## src/rtl/fc_seq_pkg.sv

```systemverilog
// Shared types for the FC layer sequencer: FSM states, latched layer descriptor, lane-mask helper.
// Latency: n/a (types and a pure function only).
// Backpressure: n/a.
package fc_seq_pkg;

  typedef enum logic [2:0] {
    IDLE,
    REQ_LAYER,
    WAIT_DESC,
    FETCH,
    WAIT_ACC,
    NEXT_GAP,
    LAYER_END
  } state_t;

  typedef struct packed {
    logic [15:0] cant_inputs;
    logic [15:0] iters_per_neuron;
    logic [7:0]  modulo;
    logic [7:0]  cant_neurons;
    logic [7:0]  last;
    logic [15:0] of_offset;
    logic [7:0]  n;
    logic [7:0]  frac;
  } desc_t;

  localparam int MAX_LANES = 32;

  // Valid-lane mask for the final beat of a neuron. modulo==0 means every lane is
  // valid; modulo larger than the lane count saturates to the lane count.
  function automatic logic [MAX_LANES-1:0] lane_mask(input logic [7:0] modulo, input int lanes);
    int                   k;
    logic [MAX_LANES:0]   m;
    if (modulo == 8'd0 || int'(modulo) > lanes) k = lanes;
    else                                        k = int'(modulo);
    m = ((MAX_LANES+1)'(1) << k) - (MAX_LANES+1)'(1);
    return m[MAX_LANES-1:0];
  endfunction

endpackage

```

## src/rtl/fc_beat_ctrl.sv

```systemverilog
// Beat counter, activation address generation and the registered MAC lane-control pipeline.
// Latency: act_rd_addr combinational in the fetch cycle; mac_* controls one cycle after the fetch.
// Backpressure: none; the parent FSM decides when fetch is asserted.
module fc_beat_ctrl
  import fc_seq_pkg::*;
#(
  parameter int INPUTS_MAC = 6,
  parameter int ADDR_W     = 16
) (
  input  logic                  clk,
  input  logic                  rst,
  input  logic                  fetch,
  input  logic                  clr,
  input  logic [15:0]           iters,
  input  logic [7:0]            modulo,
  output logic                  beat_last,
  output logic [ADDR_W-1:0]     act_rd_addr,
  output logic                  mac_en,
  output logic                  mac_clear,
  output logic                  mac_last,
  output logic [INPUTS_MAC-1:0] mac_lane_mask
);

  logic [15:0]          beat;
  logic                 beat_first;
  logic [MAX_LANES-1:0] lm_full;

  assign beat_first = (beat == 16'd0);
  assign beat_last  = (beat == iters - 16'd1);
  assign lm_full    = lane_mask(modulo, INPUTS_MAC);

  // Activation address is only driven while a weight beat is being requested.
  assign act_rd_addr = fetch ? (ADDR_W'(beat) * ADDR_W'(INPUTS_MAC)) : '0;

  // Beat counter: restarts at each new layer descriptor and each accepted neuron.
  always_ff @(posedge clk) begin
    if (rst)        beat <= 16'd0;
    else if (clr)   beat <= 16'd0;
    else if (fetch) beat <= beat + 16'd1;
  end

  // MAC controls line up with kernel/bias, which the provider returns one cycle after get_weight.
  always_ff @(posedge clk) begin
    if (rst) begin
      mac_en        <= 1'b0;
      mac_clear     <= 1'b0;
      mac_last      <= 1'b0;
      mac_lane_mask <= '0;
    end else begin
      mac_en    <= fetch;
      mac_clear <= fetch && beat_first;
      mac_last  <= fetch && beat_last;
      if (!fetch)         mac_lane_mask <= '0;
      else if (beat_last) mac_lane_mask <= lm_full[INPUTS_MAC-1:0];
      else                mac_lane_mask <= '1;
    end
  end

endmodule

```

## src/rtl/fc_layer_sequencer.sv

```systemverilog
// Network sequencer: requests layer descriptors, streams weight beats per neuron, writes MAC results out.
// Latency: next_layer 1 cycle after start; get_weight 1 cycle after struct_ready; write in the acc_valid cycle.
// Backpressure: stalls indefinitely in WAIT_DESC for struct_ready and in WAIT_ACC for acc_valid.
module fc_layer_sequencer
  import fc_seq_pkg::*;
#(
  parameter int INPUTS_MAC = 6,
  parameter int ADDR_W     = 16
) (
  input  logic                  clk,
  input  logic                  rst,
  input  logic                  start,
  output logic                  busy,
  output logic                  done,
  output logic                  next_layer,
  output logic                  next_neuron,
  output logic                  get_weight,
  input  logic                  struct_ready,
  input  logic [15:0]           cant_inputs,
  input  logic [15:0]           iters_per_neuron,
  input  logic [7:0]            modulo,
  input  logic [7:0]            cant_neurons,
  input  logic [7:0]            last,
  input  logic [15:0]           of_offset,
  input  logic [7:0]            n,
  input  logic [7:0]            frac,
  output logic [ADDR_W-1:0]     act_rd_addr,
  output logic                  act_bank,
  output logic                  mac_en,
  output logic                  mac_clear,
  output logic                  mac_last,
  output logic [INPUTS_MAC-1:0] mac_lane_mask,
  input  logic                  acc_valid,
  output logic                  out_wr_en,
  output logic [ADDR_W-1:0]     out_wr_addr,
  output logic [7:0]            quant_n,
  output logic [7:0]            quant_frac,
  output logic [7:0]            layer_idx
);

  state_t      state, next_state;
  desc_t       desc;
  logic [7:0]  neuron_idx;
  logic        act_bank_r;
  logic [7:0]  layer_idx_r;
  logic        beat_last;
  logic        desc_take;
  logic        accept;
  logic        beat_clr;

  assign desc_take = (state == WAIT_DESC) && struct_ready;
  assign accept    = (state == WAIT_ACC) && acc_valid;
  assign beat_clr  = desc_take || accept;

  assign act_bank   = act_bank_r;
  assign layer_idx  = layer_idx_r;
  assign quant_n    = desc.n;
  assign quant_frac = desc.frac;

  fc_beat_ctrl #(
    .INPUTS_MAC (INPUTS_MAC),
    .ADDR_W     (ADDR_W)
  ) u_beat (
    .clk           (clk),
    .rst           (rst),
    .fetch         (get_weight),
    .clr           (beat_clr),
    .iters         (desc.iters_per_neuron),
    .modulo        (desc.modulo),
    .beat_last     (beat_last),
    .act_rd_addr   (act_rd_addr),
    .mac_en        (mac_en),
    .mac_clear     (mac_clear),
    .mac_last      (mac_last),
    .mac_lane_mask (mac_lane_mask)
  );

  // State register.
  always_ff @(posedge clk) begin
    if (rst) state <= IDLE;
    else     state <= next_state;
  end

  // Next-state and strobe decode; every strobe is a function of the current state
  // (plus acc_valid for the write), so a reset cycle silences all of them.
  always_comb begin
    next_state  = state;
    busy        = 1'b0;
    done        = 1'b0;
    next_layer  = 1'b0;
    next_neuron = 1'b0;
    get_weight  = 1'b0;
    out_wr_en   = 1'b0;
    out_wr_addr = '0;
    unique case (state)
      IDLE: begin
        if (start) next_state = REQ_LAYER;
      end
      REQ_LAYER: begin
        busy       = 1'b1;
        next_layer = 1'b1;
        next_state = WAIT_DESC;
      end
      WAIT_DESC: begin
        busy = 1'b1;
        if (struct_ready) begin
          if (cant_neurons == 8'd0 || iters_per_neuron == 16'd0) next_state = LAYER_END;
          else                                                    next_state = FETCH;
        end
      end
      FETCH: begin
        busy       = 1'b1;
        get_weight = 1'b1;
        if (beat_last) next_state = WAIT_ACC;
      end
      WAIT_ACC: begin
        busy = 1'b1;
        if (acc_valid) begin
          out_wr_en   = 1'b1;
          next_neuron = 1'b1;
          out_wr_addr = ADDR_W'(desc.of_offset) + ADDR_W'(neuron_idx);
          next_state  = NEXT_GAP;
        end
      end
      NEXT_GAP: begin
        busy = 1'b1;
        if (neuron_idx == desc.cant_neurons) next_state = LAYER_END;
        else                                 next_state = FETCH;
      end
      LAYER_END: begin
        if (desc.last != 8'd0) begin
          done       = 1'b1;
          next_state = IDLE;
        end else begin
          busy       = 1'b1;
          next_state = REQ_LAYER;
        end
      end
      default: next_state = IDLE;
    endcase
  end

  // Descriptor latch, neuron index, layer index and ping-pong bank tracking.
  always_ff @(posedge clk) begin
    if (rst) begin
      desc        <= '0;
      neuron_idx  <= 8'd0;
      act_bank_r  <= 1'b0;
      layer_idx_r <= 8'd0;
    end else begin
      if (state == IDLE && start) begin
        layer_idx_r <= 8'd0;
        act_bank_r  <= 1'b0;
      end
      if (desc_take) begin
        desc.cant_inputs      <= cant_inputs;
        desc.iters_per_neuron <= iters_per_neuron;
        desc.modulo           <= modulo;
        desc.cant_neurons     <= cant_neurons;
        desc.last             <= last;
        desc.of_offset        <= of_offset;
        desc.n                <= n;
        desc.frac             <= frac;
        neuron_idx            <= 8'd0;
      end
      if (accept) neuron_idx <= neuron_idx + 8'd1;
      if (state == LAYER_END && desc.last == 8'd0) begin
        act_bank_r  <= ~act_bank_r;
        layer_idx_r <= layer_idx_r + 8'd1;
      end
    end
  end

endmodule

```

## config.mk

```make
export PLATFORM = sky130hd
export DESIGN_NAME = fc_layer_sequencer
export DESIGN_NICKNAME = d
export VERILOG_FILES = /design/src/rtl/fc_seq_pkg.sv /design/src/rtl/fc_beat_ctrl.sv /design/src/rtl/fc_layer_sequencer.sv
export SDC_FILE = /design/constraint.sdc
export NUM_CORES = 1
export LEC_CHECK = 0
export CAP_MARGIN = 20
export CORE_ASPECT_RATIO = 1.25
export CORE_MARGIN = 1
export CORE_UTILIZATION = 55
export CTS_BUF_LIST = sky130_fd_sc_hd__clkbuf_8
export DETAILED_ROUTE_END_ITERATION = 8
export DONT_BUFFER_PORTS = 1
export HOLD_SLACK_MARGIN = 0.05
export PLACE_DENSITY = 0.85
export SYNTH_ARGS = -nofsm -noshare
export SYNTH_HDL_FRONTEND = slang
export SYNTH_SLANG_ARGS = --single-unit
```

## constraint.sdc

```tcl
create_clock -name clk -period 2.5 [get_ports clk]
set_clock_uncertainty 0.1 [all_clocks]
set_input_delay 0.25 -clock clk [delete_from_list [all_inputs] [get_ports clk]]
set_output_delay 0.25 -clock clk [all_outputs]
set_load 0.05 [all_outputs]
```

==> impl_metrics.env, run 1 <==
export IMPL_yosys_warnings=0
export IMPL_ioPinCount=165
export IMPL_start_kind="flip-flop"
export IMPL_start_util_pct=57.02
export IMPL_power_mw=4.867
export IMPL_port_buffer_count=0
export IMPL_clock_root_buffer="clkbuf_8"
export IMPL_dp_worst_setup_slack_ns=-0.1504
export IMPL_ant_nets=0
export IMPL_avgSynthCellArea_um2=7.777
export IMPL_p_leak_nw=3.698
export IMPL_switchingPower_mw=1.448
export IMPL_drtIter0Drc=806
export IMPL_rsz0062_at_grt="yes"
export IMPL_crit_family="compound AO/OA/AOI/OAI gates"
export IMPL_crit_chain="ha_4 > fa_2 > a21o_1 > a21oi_2 > o21bai_4 > a2111oi_4 > buf_6 > o31ai_2 > a21oi_4 > buf_12"
export IMPL_finalWeightedCongestion=0.9508
export IMPL_setup_viol=22
export IMPL_drv_slew=0
export IMPL_netlist_area_leader_share_pct=33.46
export IMPL_maxSlewHeadroom_pct=57.95
export IMPL_routedWlPerCell_um=22.62
export IMPL_power_frac_clock_pct=42.0
export IMPL_drt_first_pass_iters=5
export IMPL_cts_tree="done"
export IMPL_clkSinkCount=117
export IMPL_synth_top_cell_by_area="dfxtp_1"
export IMPL_synth_edf_count=0
export IMPL_diodes=0
export IMPL_violations="setup timing"
export IMPL_area_growth_pct=40.87
export IMPL_die_h_um=128.1
export IMPL_hpwl_um=13410
export IMPL_cts_buffers=17
export IMPL_coreArea_um2=12270
export IMPL_drc=0
export IMPL_ys_seq_area_share_pct=33.46
export IMPL_worst_setup_path_end_kind="primary output"
export IMPL_min_path_type="input pin to flip-flop"
export IMPL_synth_nets=1028
export IMPL_syn_inst=900
export IMPL_synthTopCellsByArea="dfxtp_1 (33%), nand2_1 (9.5%), a21oi_1 (7.9%)"
export IMPL_power_frac_seq_pct=41.3
export IMPL_clk_pin_slew_worst_paths_ns=0.09
export IMPL_syn_area_um2=6999
export IMPL_drive_above_1_share_pct=27.00
export IMPL_grt_pass1_wl_um=39190
export IMPL_setup_slack_ns=-1.011
export IMPL_clk_latency_ns=0.45
export IMPL_slowest_delay_ns=0.46
export IMPL_critical_path_class="flip-flop to primary output"
export IMPL_vias=7839
export IMPL_powerDensity_nw_per_um2=493.6
export IMPL_swShare_pct=29.75
export IMPL_slowest_stage="a2111oi_4"
export IMPL_h_tree_depth=4
export IMPL_layout_cells_non_filler=1212
export IMPL_rows=45
export IMPL_fmax_ghz=0.2848
export IMPL_viasPerCell=6.468
export IMPL_path_max_fanout=8
export IMPL_fin_nets=1163
export IMPL_ys_async_sr_fraction_pct=0
export IMPL_ys_flop_type="dfxtp_1"
export IMPL_period_needed_ns=3.511
export IMPL_worst_slew_pin_slew_ns=0.6307
export IMPL_die_x_um=102.9
export IMPL_wirelength_um=27420
export IMPL_track_usage_pct=39.10
export IMPL_cell_internal_pwr_mw=3.419
export IMPL_synth_seq_cells=117
export IMPL_status="finished with violations"
export IMPL_max_cap_violations=0
export IMPL_cp_arrival_ns=3.16
export IMPL_cp_required_ns=2.15
export IMPL_grt_pass1_vias=7725
export IMPL_ys_types=74
export IMPL_ir_worst_vdd_mv=0.4481
export IMPL_grt_overflow_total=0
export IMPL_fin_crit_sh_pct=140.4
export IMPL_finalHoldViolCount=0
export IMPL_die_area_um2=13180
export IMPL_final_fill_count=699
export IMPL_path_buf_inv=2
export IMPL_post_place_cells=1089
export IMPL_grt_max_degree=93
export IMPL_antenna_found_initial=0
export IMPL_clock_path_buffers=2
export IMPL_comb_power_share_pct=16.7
final cells by class:
class | instances | area [µm²] | share of cell area, %
Clock inverter | 13 | 196.4 | 1.992
Inverter | 30 | 115.1 | 1.168
Timing Repair Buffer | 183 | 1839 | 18.65
Sequential cell | 117 | 2392 | 24.26
Clock buffer | 19 | 261.5 | 2.652
Tap cell | 164 | 205.2 | 2.081
Multi-Input combinational cell | 686 | 4850 | 49.19
cells in the final DEF, fill, tap and decap left out, types with 12 or more instances in the layout:
cell type | netlist | routed
xnor2_1 | 35 | 34
and3_1 | 12 | 12
nor3_1 | 18 | 12
dfxtp_2 | 0 | 13
nor2_1 | 62 | 57
ha_1 | 33 | 18
buf_12 | 0 | 17
nand3_1 | 26 | 23
a21oi_1 | 110 | 97
xor2_1 | 17 | 16
dlygate4sd3_1 | 0 | 72
buf_4 | 20 | 79
inv_1 | 28 | 26
nand2_1 | 177 | 177
buf_6 | 5 | 14
ha_4 | 0 | 12
clkbuf_8 | 1 | 19
dfxtp_1 | 117 | 95
logic make-up after synthesis:
| group | synth area share (%) |
|---|---|
| AOI/OAI and AO/OA | 18.48 |
| xor gates and xnor gates | 6.900 |
| adders and majority gates | 6.471 |
| buffers and inverters | 6.954 |
| DFF | 33.46 |
| muxes | 1.591 |
| other | 0.1073 |
| and+or+nand+nor | 26.03 |
state kept, by name, indices dropped and copies added (netlist names):
name                  count
u_beat.mac_lane_mask      6
u_beat.mac_last           1
u_beat.mac_clear          1
layer_idx                 8
u_beat.mac_en             1
act_bank                  1
neuron_idx                8
quant_n                   8
desc                     56
u_beat.beat              16
state                     3
quant_frac                8
synth_stat cells, types with 6 or more instances:
library cell / instances
a21o_1: 10
nor2_1: 62
nand4_1: 8
nor4_1: 11
a211oi_1: 10
nor3_1: 18
ha_1: 33
o21bai_1: 6
clkbuf_1: 36
inv_1: 28
nand2_1: 177
or4_1: 6
a21oi_1: 110
nand3_1: 26
mux2i_1: 10
and3_1: 12
o31ai_1: 6
xor2_1: 17
o21ai_0: 19
or2_2: 7
a31oi_1: 11
buf_4: 20
xnor2_1: 35
dfxtp_1: 117
layer usage:
layer | wire [µm] | global-route usage, % | up-vias
met1 | 9127 | 40.74 | 3584
met2 | 13400 | 66.39 | 650
met4 | 2305 | 29.49 | 0
li1 | - | - | 3386
met3 | 2582 | 10.14 | 219
met5 | 0 | 0 | -
power by group through the flow:
stage                     combinational (mW)  sequential, mW  clock (mW)
final                                  0.813            2.01        2.04
after global routing                   0.858            2.02        2.09
after CTS                              0.723            2.00        2.00
after detailed placement               0.586            2.05           0
after global placement                 0.570            2.05           0
after floorplan                        0.516            2.00           0
per-stage QoR:
| step | TNS [ns] | util (%) | instance area, µm² | hold slack [ns] |
|---|---|---|---|---|
| after detailed placement | -1.009 | 64.92 | 7969 | 0.2264 |
| after floorplan | -0.7764 | - | 7228 | 0.2860 |
| after CTS | -6.121 | 77.93 | 9565 | 0.08298 |
| after global routing | -10.83 | 80.33 | 9859 | 0.1201 |
| after global placement | -0.2910 | 64.92 | 7969 | 0.2243 |
| final | -9.581 | 80.33 | 9859 | 0.1070 |
repair_timing:
item / in CTS / in global routing
hold endpoints to repair: 92 / 0
setup endpoints to repair: 34 / 39
hold buffers: 73 / 0
pin swaps: 28 / 33
setup buffers: 10 / 12
gates resized for setup: 70 / 59
worst paths after layout:
check,from,end,slack [ns],cells after the start
hold reg to reg,desc[52],desc[52],0.37,2
hold / removal,rst,desc[17],0.11,2
setup reg to reg,desc[61],state[1],0.07,7
setup / recovery,desc[16],out_wr_addr[14],-1.01,10
Power figures use the tool's default switching activity.
==> run 2: changes to the inputs <==
- CORE_ASPECT_RATIO: 1.25 -> default
==> run 2 against run 1 <==
Against the previous run: the flow still finishes with violations (setup timing); routed wire length is 16% lower; largest cell class unchanged; final area decreased by 0.57%; register-to-register slack worse by 0.09 ns.
==> impl_metrics.env, run 2 (synthesis results as in run 1) <==
export IMPL_setup_slack_ns=-0.5834
export IMPL_final_core_util_pct=80.28
export IMPL_vias=7414
export IMPL_whs_path_depth=2
export IMPL_die_x_um=114.8
export IMPL_slowest_stage="or4_4"
export IMPL_critical_path_class="flip-flop to primary output"
export IMPL_dp_worst_setup_slack_ns=-0.1391
export IMPL_power_mw=4.527
export IMPL_antenna_found_initial=0
export IMPL_drc=0
export IMPL_die_h_um=114.8
export IMPL_powerDensity_nw_per_um2=461.8
export IMPL_min_path_type="input pin to flip-flop"
export IMPL_max_cap_violations=0
export IMPL_setup_viol=27
export IMPL_switchingPower_mw=1.352
export IMPL_cts_tree="done"
export IMPL_top_register="desc"
export IMPL_fin_crit_sh_pct=123.3
export IMPL_drive_above_1_share_pct=26.21
export IMPL_setup_tns_final_ns=-6.852
export IMPL_coreArea_um2=12210
export IMPL_track_usage_pct=34.44
export IMPL_timing_rr_start="desc[64]"
export IMPL_drv_slew=0
export IMPL_min_from="rst"
export IMPL_drt_first_pass_iters=5
export IMPL_period_needed_ns=3.083
export IMPL_layout_cells_non_filler=1222
export IMPL_violations="setup timing"
export IMPL_post_place_cells=1095
export IMPL_cell_internal_pwr_mw=3.175
export IMPL_worst_slew_pin_slew_ns=0.5990
export IMPL_start_util_pct=57.32
export IMPL_hpwl_um=13290
export IMPL_comb_power_share_pct=17.0
export IMPL_fmax_ghz=0.3243
export IMPL_rsz0062_at_grt="yes"
export IMPL_routedWlPerCell_um=18.83
export IMPL_power_frac_seq_pct=44.2
export IMPL_rr_worst_depth=8
export IMPL_clk_latency_ns=0.46
export IMPL_clk_pin_slew_worst_paths_ns=0.08
export IMPL_layout_commonest_cell="nand2_1"
export IMPL_maxSlewHeadroom_pct=60.02
export IMPL_fin_nets=1168
export IMPL_start_kind="flip-flop"
export IMPL_port_buffer_count=0
export IMPL_slowest_delay_ns=0.52
export IMPL_ioPinCount=165
export IMPL_grt_max_degree=93
export IMPL_place_area_um2=7989
export IMPL_wirelength_um=23010
export IMPL_clkSinkCount=117
export IMPL_grt_overflow_total=0
export IMPL_finalWeightedCongestion=0.9353
export IMPL_ir_worst_vdd_mv=0.5241
export IMPL_status="finished with violations"
export IMPL_multi_input_area_um2=4823
export IMPL_rr_endpoint="u_beat.mac_lane_mask[4]"
export IMPL_final_fill_count=710
export IMPL_swShare_pct=29.86
export IMPL_cts_buffers=17
export IMPL_clock_root_buffer="clkbuf_8"
export IMPL_min_to="layer_idx[0]"
export IMPL_grt_pass1_wl_um=35340
export IMPL_timing_hold_ws_ns=0.08142
export IMPL_finalHoldViolCount=0
export IMPL_die_area_um2=13180
export IMPL_grt_pass1_vias=7276
export IMPL_area_growth_pct=40.06
export IMPL_worst_setup_path_end_kind="primary output"
export IMPL_rows=40
export IMPL_viasPerCell=6.067
export IMPL_path_max_fanout=8
export IMPL_crit_chain="ha_4 > fa_2 > a21o_1 > a21oi_2 > o21bai_2 > a2111oi_4 > buf_6 > or4_4 > a21oi_4 > buf_12"
export IMPL_seq_area_um2=2387
export IMPL_p_leak_nw=3.707
export IMPL_cp_arrival_ns=2.73
export IMPL_cp_required_ns=2.15
export IMPL_clock_path_buffers=2
export IMPL_power_frac_clock_pct=38.8
export IMPL_mostFrequentLayoutCells="nand2_1 (177), dfxtp_1 (101), a21oi_1 (98), buf_4 (85), dlygate4sd3_1 (72)"
export IMPL_drtIter0Drc=691
export IMPL_r2r_slack_ns=-0.02
export IMPL_h_tree_depth=4
export IMPL_largestRegisters="desc: 56 flops, u_beat.beat: 16 flops"
export IMPL_final_area_um2=9803
export IMPL_largest_register_ffs=56
export IMPL_ant_nets=0
## run 2: changes by cell type in the layout (fill, tap and decap cells not counted), sizes merged
cell | previous run | this run
bufinv | 4 | 2
clkinvlp | 2 | 3
diode | 0 | 1
buf | 111 | 116
clkinv | 5 | 6
## run 2: cell type report
| type | instances | share of cell area [%] |
|---|---|---|
| well taps | 168 | 2.144 |
| diodes | 1 | 0.02553 |
| flip-flops and latches | 117 | 24.35 |
| multi-input cells | 686 | 49.20 |
| clock buffers | 19 | 2.668 |
| repair buffers | 188 | 19.11 |
| inverters | 30 | 1.149 |
| clock inverters | 13 | 1.353 |
## run 2: timing repair
action,4_1_cts,5_1_grt
endpoints found under the setup margin,30,37
pin swaps,32,26
hold buffers,73,0
buffers inserted,12,11
resized for setup,81,29
endpoints found under the hold margin,92,0
cloned,0,0
## run 2: how the worst max path moves through the flow
| stage | slack [ns] | startpoint | depth (start not counted) | to |
|---|---|---|---|---|
| finish | -0.58 | desc[16] | 10 | out_wr_addr[12] |
| global route | -0.66 | desc[16] | 10 | out_wr_addr[12] |
| floorplan | -0.17 | neuron_idx[0] | 8 | out_wr_addr[10] |
| detailed placement | -0.14 | desc[16] | 10 | out_wr_addr[12] |
| CTS | -0.58 | desc[16] | 10 | out_wr_addr[12] |
| global placement | -0.09 | desc[16] | 10 | out_wr_addr[14] |
## run 2: layer usage
layer,global-route usage (%),part of all wire [%],vias up
met5,0,0,-
met4,17.14,3.7,0
met3,8.276,7.2,93
met2,63.47,53,386
met1,36.75,37,3535
li1,-,-,3400
## run 2: worst max-delay path, delay by kind of cell, from the launching register on
kind | cells | cell delay, ns
flip-flops | 1 | 0.37
buffers and inverters | 2 | 0.32
adder cells (fa/ha/maj) | 2 | 0.36
AO/OA/AOI/OAI | 5 | 0.72
AND/OR/NAND/NOR | 1 | 0.52
## run 2: power by group through the flow
stage	Combinational, mW	Clock, mW	Sequential (mW)
after floorplan	0.516	0	2.00
after detailed placement	0.565	0	2.05
after global routing	0.822	1.85	2.01
after CTS	0.702	1.75	2.00
final	0.770	1.76	2.00
after global placement	0.551	0	2.05
